`src/rtl/tcs_pkg.sv`:
```
// Shared constants and FSM encoding for the TCS3472 RGBC sequencer.
// Holds register indices, the command bit, ENABLE bit masks and the state enum.
package tcs_pkg;

  localparam logic [7:0] REG_ENABLE = 8'h00;
  localparam logic [7:0] REG_ATIME  = 8'h01;
  localparam logic [7:0] REG_STATUS = 8'h13;
  localparam logic [7:0] REG_CDATAL = 8'h14;
  localparam logic [7:0] CMD_BIT    = 8'h80;
  localparam logic [7:0] EN_PON     = 8'h01;
  localparam logic [7:0] EN_AEN     = 8'h02;

  typedef enum logic [3:0] {
    S_IDLE,
    S_WR_PON,
    S_WAIT_PON,
    S_WR_ATIME,
    S_WR_EN,
    S_RD_STATUS,
    S_WAIT_POLL,
    S_RD_DATA,
    S_PUBLISH,
    S_WAIT_PERIOD,
    S_WAIT_RETRY
  } state_t;

  function automatic logic is_wait_state(state_t s);
    return (s == S_WAIT_PON) || (s == S_WAIT_POLL) ||
           (s == S_WAIT_PERIOD) || (s == S_WAIT_RETRY);
  endfunction

  function automatic logic is_cmd_state(state_t s);
    return (s == S_WR_PON) || (s == S_WR_ATIME) || (s == S_WR_EN) ||
           (s == S_RD_STATUS) || (s == S_RD_DATA);
  endfunction

endpackage

```
`src/rtl/tcs_rgbc_sequencer_wait_timer.sv`:
```
// Loadable 24-bit down-counter shared by all wait states.
// Loading value N gives N+1 cycles before the zero flag is seen in the wait state.
module wait_timer (
  input  logic        clk,
  input  logic        rst,
  input  logic        load,
  input  logic [23:0] load_val,
  output logic        zero
);

  logic [23:0] count;

  always_ff @(posedge clk or posedge rst) begin
    if (rst) begin
      count <= '0;
    end else if (load) begin
      count <= load_val;
    end else if (count != 24'd0) begin
      count <= count - 24'd1;
    end
  end

  assign zero = (count == 24'd0);

endmodule

```
`src/rtl/tcs_rgbc_sequencer.sv`:
```
// Brings up a TCS3472 colour sensor through the byte-level I2C master and streams RGBC samples.
// Handshake: a request is transferred on a cycle with cmd_valid && cmd_ready; exactly one is outstanding until rsp_done.
module tcs_rgbc_sequencer
  import tcs_pkg::*;
#(
  parameter logic [6:0]  DEV_ADDR     = 7'h29,
  parameter logic [7:0]  ATIME_VAL    = 8'hF6,
  parameter logic [23:0] PON_WAIT_CYC = 24'd150000,
  parameter logic [23:0] POLL_GAP_CYC = 24'd50000,
  parameter logic [23:0] PERIOD_CYC   = 24'd500000,
  parameter logic [23:0] RETRY_CYC    = 24'd500000
) (
  input  logic        clk,
  input  logic        rst,
  input  logic        enable,
  output logic        cmd_valid,
  input  logic        cmd_ready,
  output logic        cmd_rw,
  output logic [6:0]  cmd_addr,
  output logic [7:0]  cmd_reg,
  output logic [7:0]  cmd_wdata,
  input  logic        rsp_done,
  input  logic        rsp_nack,
  input  logic [7:0]  rsp_rdata,
  output logic [15:0] clear,
  output logic [15:0] red,
  output logic [15:0] green,
  output logic [15:0] blue,
  output logic        sample_valid,
  output logic        err,
  output logic        busy,
  output logic [3:0]  dbg_state
);

  state_t      state, next_state;
  logic        pending;
  logic [2:0]  idx;
  logic [7:0]  shadow [0:6];
  logic        enable_q;
  logic        done_ok, done_nack;
  logic        cmd_rw_d;
  logic [7:0]  cmd_reg_d, cmd_wdata_d;
  logic        wait_load, wait_zero;
  logic [23:0] wait_load_val;

  assign done_ok   = pending && rsp_done && !rsp_nack;
  assign done_nack = pending && rsp_done && rsp_nack;
  assign cmd_addr  = DEV_ADDR;
  assign dbg_state = state;

  wait_timer u_wait_timer (
    .clk      (clk),
    .rst      (rst),
    .load     (wait_load),
    .load_val (wait_load_val),
    .zero     (wait_zero)
  );

  always_ff @(posedge clk or posedge rst) begin
    if (rst) state <= S_IDLE;
    else     state <= next_state;
  end

  always_comb begin
    next_state = state;
    case (state)
      S_IDLE:        if (enable)    next_state = S_WR_PON;
      S_WR_PON:      if (done_ok)   next_state = S_WAIT_PON;
      S_WAIT_PON:    if (wait_zero) next_state = S_WR_ATIME;
      S_WR_ATIME:    if (done_ok)   next_state = S_WR_EN;
      S_WR_EN:       if (done_ok)   next_state = S_RD_STATUS;
      S_RD_STATUS:   if (done_ok)   next_state = rsp_rdata[0] ? S_RD_DATA : S_WAIT_POLL;
      S_WAIT_POLL:   if (wait_zero) next_state = S_RD_STATUS;
      S_RD_DATA:     if (done_ok && idx == 3'd7) next_state = S_PUBLISH;
      S_PUBLISH:     next_state = S_WAIT_PERIOD;
      S_WAIT_PERIOD: if (wait_zero) next_state = S_RD_STATUS;
      S_WAIT_RETRY:  if (wait_zero) next_state = S_WR_PON;
      default:       next_state = S_IDLE;
    endcase
    if (done_nack) next_state = S_WAIT_RETRY;
    // Disable only takes effect where no command is in flight.
    if (!enable && (is_wait_state(state) || (pending && rsp_done))) next_state = S_IDLE;
  end

  always_comb begin
    cmd_rw_d      = 1'b0;
    cmd_reg_d     = CMD_BIT | REG_ENABLE;
    cmd_wdata_d   = 8'h00;
    wait_load_val = 24'd0;
    case (state)
      S_WR_PON:    cmd_wdata_d = EN_PON;
      S_WR_ATIME:  begin cmd_reg_d = CMD_BIT | REG_ATIME; cmd_wdata_d = ATIME_VAL; end
      S_WR_EN:     cmd_wdata_d = EN_PON | EN_AEN;
      S_RD_STATUS: begin cmd_rw_d = 1'b1; cmd_reg_d = CMD_BIT | REG_STATUS; end
      S_RD_DATA:   begin cmd_rw_d = 1'b1; cmd_reg_d = CMD_BIT | (REG_CDATAL + {5'd0, idx}); end
      default:     ;
    endcase
    case (next_state)
      S_WAIT_PON:    wait_load_val = PON_WAIT_CYC;
      S_WAIT_POLL:   wait_load_val = POLL_GAP_CYC;
      S_WAIT_PERIOD: wait_load_val = PERIOD_CYC;
      S_WAIT_RETRY:  wait_load_val = RETRY_CYC;
      default:       wait_load_val = 24'd0;
    endcase
    wait_load = (next_state != state) && is_wait_state(next_state);
  end

  always_ff @(posedge clk or posedge rst) begin
    if (rst) begin
      cmd_valid    <= 1'b0;
      pending      <= 1'b0;
      cmd_rw       <= 1'b0;
      cmd_reg      <= 8'h00;
      cmd_wdata    <= 8'h00;
      idx          <= 3'd0;
      for (int i = 0; i < 7; i++) shadow[i] <= 8'h00;
      clear        <= 16'h0;
      red          <= 16'h0;
      green        <= 16'h0;
      blue         <= 16'h0;
      sample_valid <= 1'b0;
      err          <= 1'b0;
      busy         <= 1'b0;
      enable_q     <= 1'b0;
    end else begin
      enable_q     <= enable;
      busy         <= (next_state != S_IDLE);
      sample_valid <= 1'b0;

      if (is_cmd_state(state) && !cmd_valid && !pending) begin
        cmd_valid <= 1'b1;
        cmd_rw    <= cmd_rw_d;
        cmd_reg   <= cmd_reg_d;
        cmd_wdata <= cmd_wdata_d;
      end else if (cmd_valid && cmd_ready) begin
        cmd_valid <= 1'b0;
        pending   <= 1'b1;
      end else if (pending && rsp_done) begin
        pending   <= 1'b0;
      end

      if (state == S_RD_DATA) begin
        if (done_ok) begin
          if (idx != 3'd7) shadow[idx] <= rsp_rdata;
          idx <= idx + 3'd1;
        end
      end else begin
        idx <= 3'd0;
      end

      // The last byte goes straight to blue so the sample lands with the strobe.
      if (state == S_RD_DATA && next_state == S_PUBLISH) begin
        clear        <= {shadow[1], shadow[0]};
        red          <= {shadow[3], shadow[2]};
        green        <= {shadow[5], shadow[4]};
        blue         <= {rsp_rdata, shadow[6]};
        sample_valid <= 1'b1;
      end

      if (done_nack)               err <= 1'b1;
      else if (enable && !enable_q) err <= 1'b0;
    end
  end

endmodule

```
`config.mk`:
```
export PLATFORM = sky130hd
export DESIGN_NAME = tcs_rgbc_sequencer
export DESIGN_NICKNAME = d
export VERILOG_FILES = /design/src/rtl/tcs_pkg.sv /design/src/rtl/tcs_rgbc_sequencer_wait_timer.sv /design/src/rtl/tcs_rgbc_sequencer.sv
export SDC_FILE = /design/constraint.sdc
export NUM_CORES = 1
export LEC_CHECK = 0
export ABC_AREA = 1
export CAP_MARGIN = 10
export CORE_ASPECT_RATIO = 1.1
export CORE_UTILIZATION = 45
export DETAILED_ROUTE_END_ITERATION = 10
export GPL_TIMING_DRIVEN = 0
export PLACE_DENSITY = 0.68
export SLEW_MARGIN = 10
export SYNTH_ARGS = -nofsm -noshare
export SYNTH_HDL_FRONTEND = slang
export SYNTH_SLANG_ARGS = --single-unit
```
`constraint.sdc`:
```
create_clock -name clk -period 6.05 [get_ports clk]
set_clock_uncertainty 0.05 [all_clocks]
set_input_delay 0.9075 -clock clk [delete_from_list [all_inputs] [get_ports clk]]
set_output_delay 0.9075 -clock clk [all_outputs]
set_load 0.02 [all_outputs]
```
==> impl_metrics.py <==
metrics = {
    "cts": {
        "cts-htree-levels": 4,
        "post_cts_resized": 0,
        "ctsHoldBuffers": 0,
        "cts_tree": "done",
        "path_clk_slew_ps": 70,
        "cts_setup_buffers": 0,
        "cts.path.max_buffers": 2,
        "clock-sinks": 166,
        "numCtsBuffers": 17,
        "root_buffer": "clkbuf_16",
        "clock_latency_ps": 420,
    },
    "floorplanning": {
        "ios": 110,
        "die_y_um": 135,
        "row_count": 48,
        "dieArea_um2": 16500,
        "start_util": 0.460,
        "coreArea_um2": 15700,
        "die_w_um": 123,
    },
    "critical_path": {
        "cp_max_fo": 10,
        "reg2regPathDepth": 15,
        "cp.arrival_ps": 3370,
        "worst-r2r-setup-slack_ps": 3280,
        "path_common_cell": "nand2_1",
        "cpPeakStageDelay_ps": 480,
        "required_ps": 6320,
        "startpoint": "rsp_done",
        "cp-end-kind": "flop",
        "crit_path_end": "clear[7]",
        "path_cells": "clkdlybuf4s50_1 -> nand2_1 -> nor2_2 -> nand2_1 -> nor2_1 -> a21oi_1 -> nand3_1 -> nand2_4 -> inv_1 -> nand3_1 -> clkbuf_1 -> nand2_1 -> nand2_1",
        "cp-start-kind": "input port",
        "rr_endpoint": "clear[7]",
        "critPathKind": "input port to flop",
        "worst_path_max_delay_cell": "clkdlybuf4s50_1",
        "r2r-start": "u_wait_timer.count[0]",
    },
    "logic_synthesis": {
        "ys_dominant_reg_cell": "dfrtp_1",
        "synth.ff_latch_count": 166,
        "ys_warn_count": 0,
        "synth_compound_area_frac": 0.0790,
        "synth_adder_area_share": 0.00695,
        "synth_area_per_cell_um2": 8.72,
        "synth-edff-count": 0,
        "synthesis.area_um2": 7210,
        "synth.distinct_cells": 35,
        "synthArstFlopShare": 1.00,
        "synth_top_family_by_area": "simple AND/OR/NAND/NOR gates",
        "yosysSeqAreaShare": 0.576,
        "synth-xor-area-share": 0.0170,
        "synth_mux_area_frac": 0,
        "netlist_instances": 826,
        "synthSimpleGateAreaFrac": 0.259,
    },
    "placed_design": {
        "dp.final_hpwl_um": 11500,
        "globalplace.congestion": 0.878,
        "post-place-cells": 1134,
        "io_buffers": 99,
    },
    "finish": {
        "finish.utilization": 0.579,
        "diodes": 0,
        "finalNonFillerCells": 1166,
        "areaGrowthSynthToFinish_pct": 26.0,
        "n_fill_cell": 1465,
        "largest-register": "shadow",
        "reg_top3": "shadow (56), u_wait_timer.count (24)",
        "largest_reg_flops": 56,
        "layout.nets": 971,
        "drive_gt1_frac": 0.0932,
    },
    "timing": {
        "final_hold_viol_count": 0,
        "relSlewSlack": 0.628,
        "period_minus_slack_ps": 3100,
        "max_clock_freq_mhz": 322,
        "grt_setup_unrepaired": "false",
        "drv_slew": 0,
        "whs_ps": 418,
        "fin_tns_setup_ps": 0,
        "setup_violations": 0,
        "finalCritPeriodShare": 0.513,
        "worstMarginPinSlew_ps": 558,
    },
    "power_and_ir_drop": {
        "p_switching_mw": 1.28,
        "irDropWorstVdd_v": 0.000276,
        "p_leak_nw": 4.56,
        "powerDensity_nw_per_um2": 388,
        "swShare": 0.364,
        "power_frac_comb": 0.321,
        "intPower_mw": 2.24,
        "power_mw": 3.52,
        "seqPwrFrac": 0.382,
        "p_clk_frac": 0.297,
    },
    "detailed_routing": {
        "num_vias": 5796,
        "wl_um": 16800,
        "dr.pass1.iters": 5,
        "drt_iter0_drc": 429,
        "drc": 0,
        "drtAntennaViolNets": 0,
        "avgViaCountPerCell": 4.97,
        "wl_per_cell_um": 14.4,
    },
    "global_route": {
        "grt_max_degree": 88,
        "grt_pass1_wl_um": 27700,
        "grt_usage": 0.219,
        "grt_pass1_vias": 5488,
        "antenna_found_initial": 0,
        "grt_overflow": 0,
    },
    "status": {
        "status": "finished, final reports clean",
    },
    "run": {
        "drv_cap": 0,
    },
    "hold_path": {
        "hp-class": "flop to flop",
    },
}
power groups by stage:
stage | clock (mW) | combinational (mW) | sequential, mW
finish | 1.05 | 1.13 | 1.34
global route | 1.11 | 1.26 | 1.36
CTS | 1.06 | 1.14 | 1.34
detailed placement | 0 | 1.14 | 1.36
global placement | 0 | 1.11 | 1.36
floorplan | 0 | 0.737 | 1.41
synthesized netlist by cell type (3+ instances only):
cell type  number  area [um^2]
a21oi_1        16         80.1
nor3_1          7         35.0
nand2_4         4         45.0
inv_1          45          169
dfrtp_1       166         4150
ha_1            4         50.1
nor2_1         61          229
nand2_2         3         18.8
xnor2_1         5         43.8
inv_2           6         22.5
buf_2           7         35.0
nand4_1         8         50.1
buf_4          20          150
o31ai_1         3         22.5
nand3_2         6         60.1
nand2_1       323         1210
xor2_1          9         78.8
nand3_1        25          125
o21ai_0        78          390
clkbuf_1        9         33.8
worst min-delay path by stage:
stage,from,end,slack (ps),cells past startpoint
after floorplan,shadow[0],blue[0],390,2
after global placement,shadow[53],clear[5],400,2
after detailed placement,shadow[12],green[12],410,2
after CTS,shadow[8],green[8],420,2
after global routing,cmd_reg[7],cmd_reg[7],440,1
final,shadow[8],green[8],420,2
worst max-delay path, delay by kind of cell:
family / cells / cell delay [ps]
buf+inv: 3 / 990
compound gates: 1 / 60
simple gates: 9 / 1390
cells in the final DEF (no fill, tap or decap), drive strengths merged, types with 2 or more instances in the layout:
cell type / n
xnor2: 5
dfrtp: 166
nor2: 64
o31ai: 3
clkdlybuf4s50: 99
nand3: 32
nor4: 2
nand2: 330
o21ai: 79
a21oi: 17
conb: 10
ha: 4
clkbuf: 29
nor3: 7
buf: 30
or2: 2
o211ai: 2
clkinvlp: 6
xor2: 9
inv: 55
nand4: 9
o21bai: 2
final cells by class:
type / count / area, um^2 / share of cell area
clock inverters: 12 / 121 / 0.0134
well taps: 200 / 250 / 0.0276
flip-flops and latches: 166 / 4150 / 0.457
clock buffers: 20 / 447 / 0.0492
inverters: 51 / 199 / 0.0219
multi-input cells: 579 / 2650 / 0.292
repair buffers: 100 / 1020 / 0.112
plain buffers: 38 / 241 / 0.0266
metal layers:
| metal | up-vias | wire length (um) | part of all wire | GRT usage |
|---|---|---|---|---|
| li1 | 2845 | - | - | - |
| met1 | 2786 | 7650 | 0.46 | 0.304 |
| met2 | 148 | 8040 | 0.48 | 0.342 |
| met3 | 17 | 909 | 0.054 | 0.0570 |
| met4 | 0 | 167 | 0.010 | 0.0569 |
| met5 | - | 0 | 0 | 0 |
cell families (layout without fill, tap and decap cells):
family / count (synthesis) / after routing
DFF: 166 / 166
buffers and inverters: 89 / 221
AOI/OAI and AO/OA: 105 / 105
xor gates and xnor gates: 14 / 14
other: 2 / 10
and+or+nand+nor: 446 / 446
adders and majority gates: 4 / 4
metrics by stage:
step | area [um^2] | setup slack, ps
4_1_cts | 9080 | 2940
3_5_place_dp | 8510 | 2510
2_1_floorplan | 7240 | 602
3_3_place_gp | 8480 | -1640
5_1_grt | 9080 | 2700
6_report | 9080 | 2950
(Power assumes the default switching activity.)
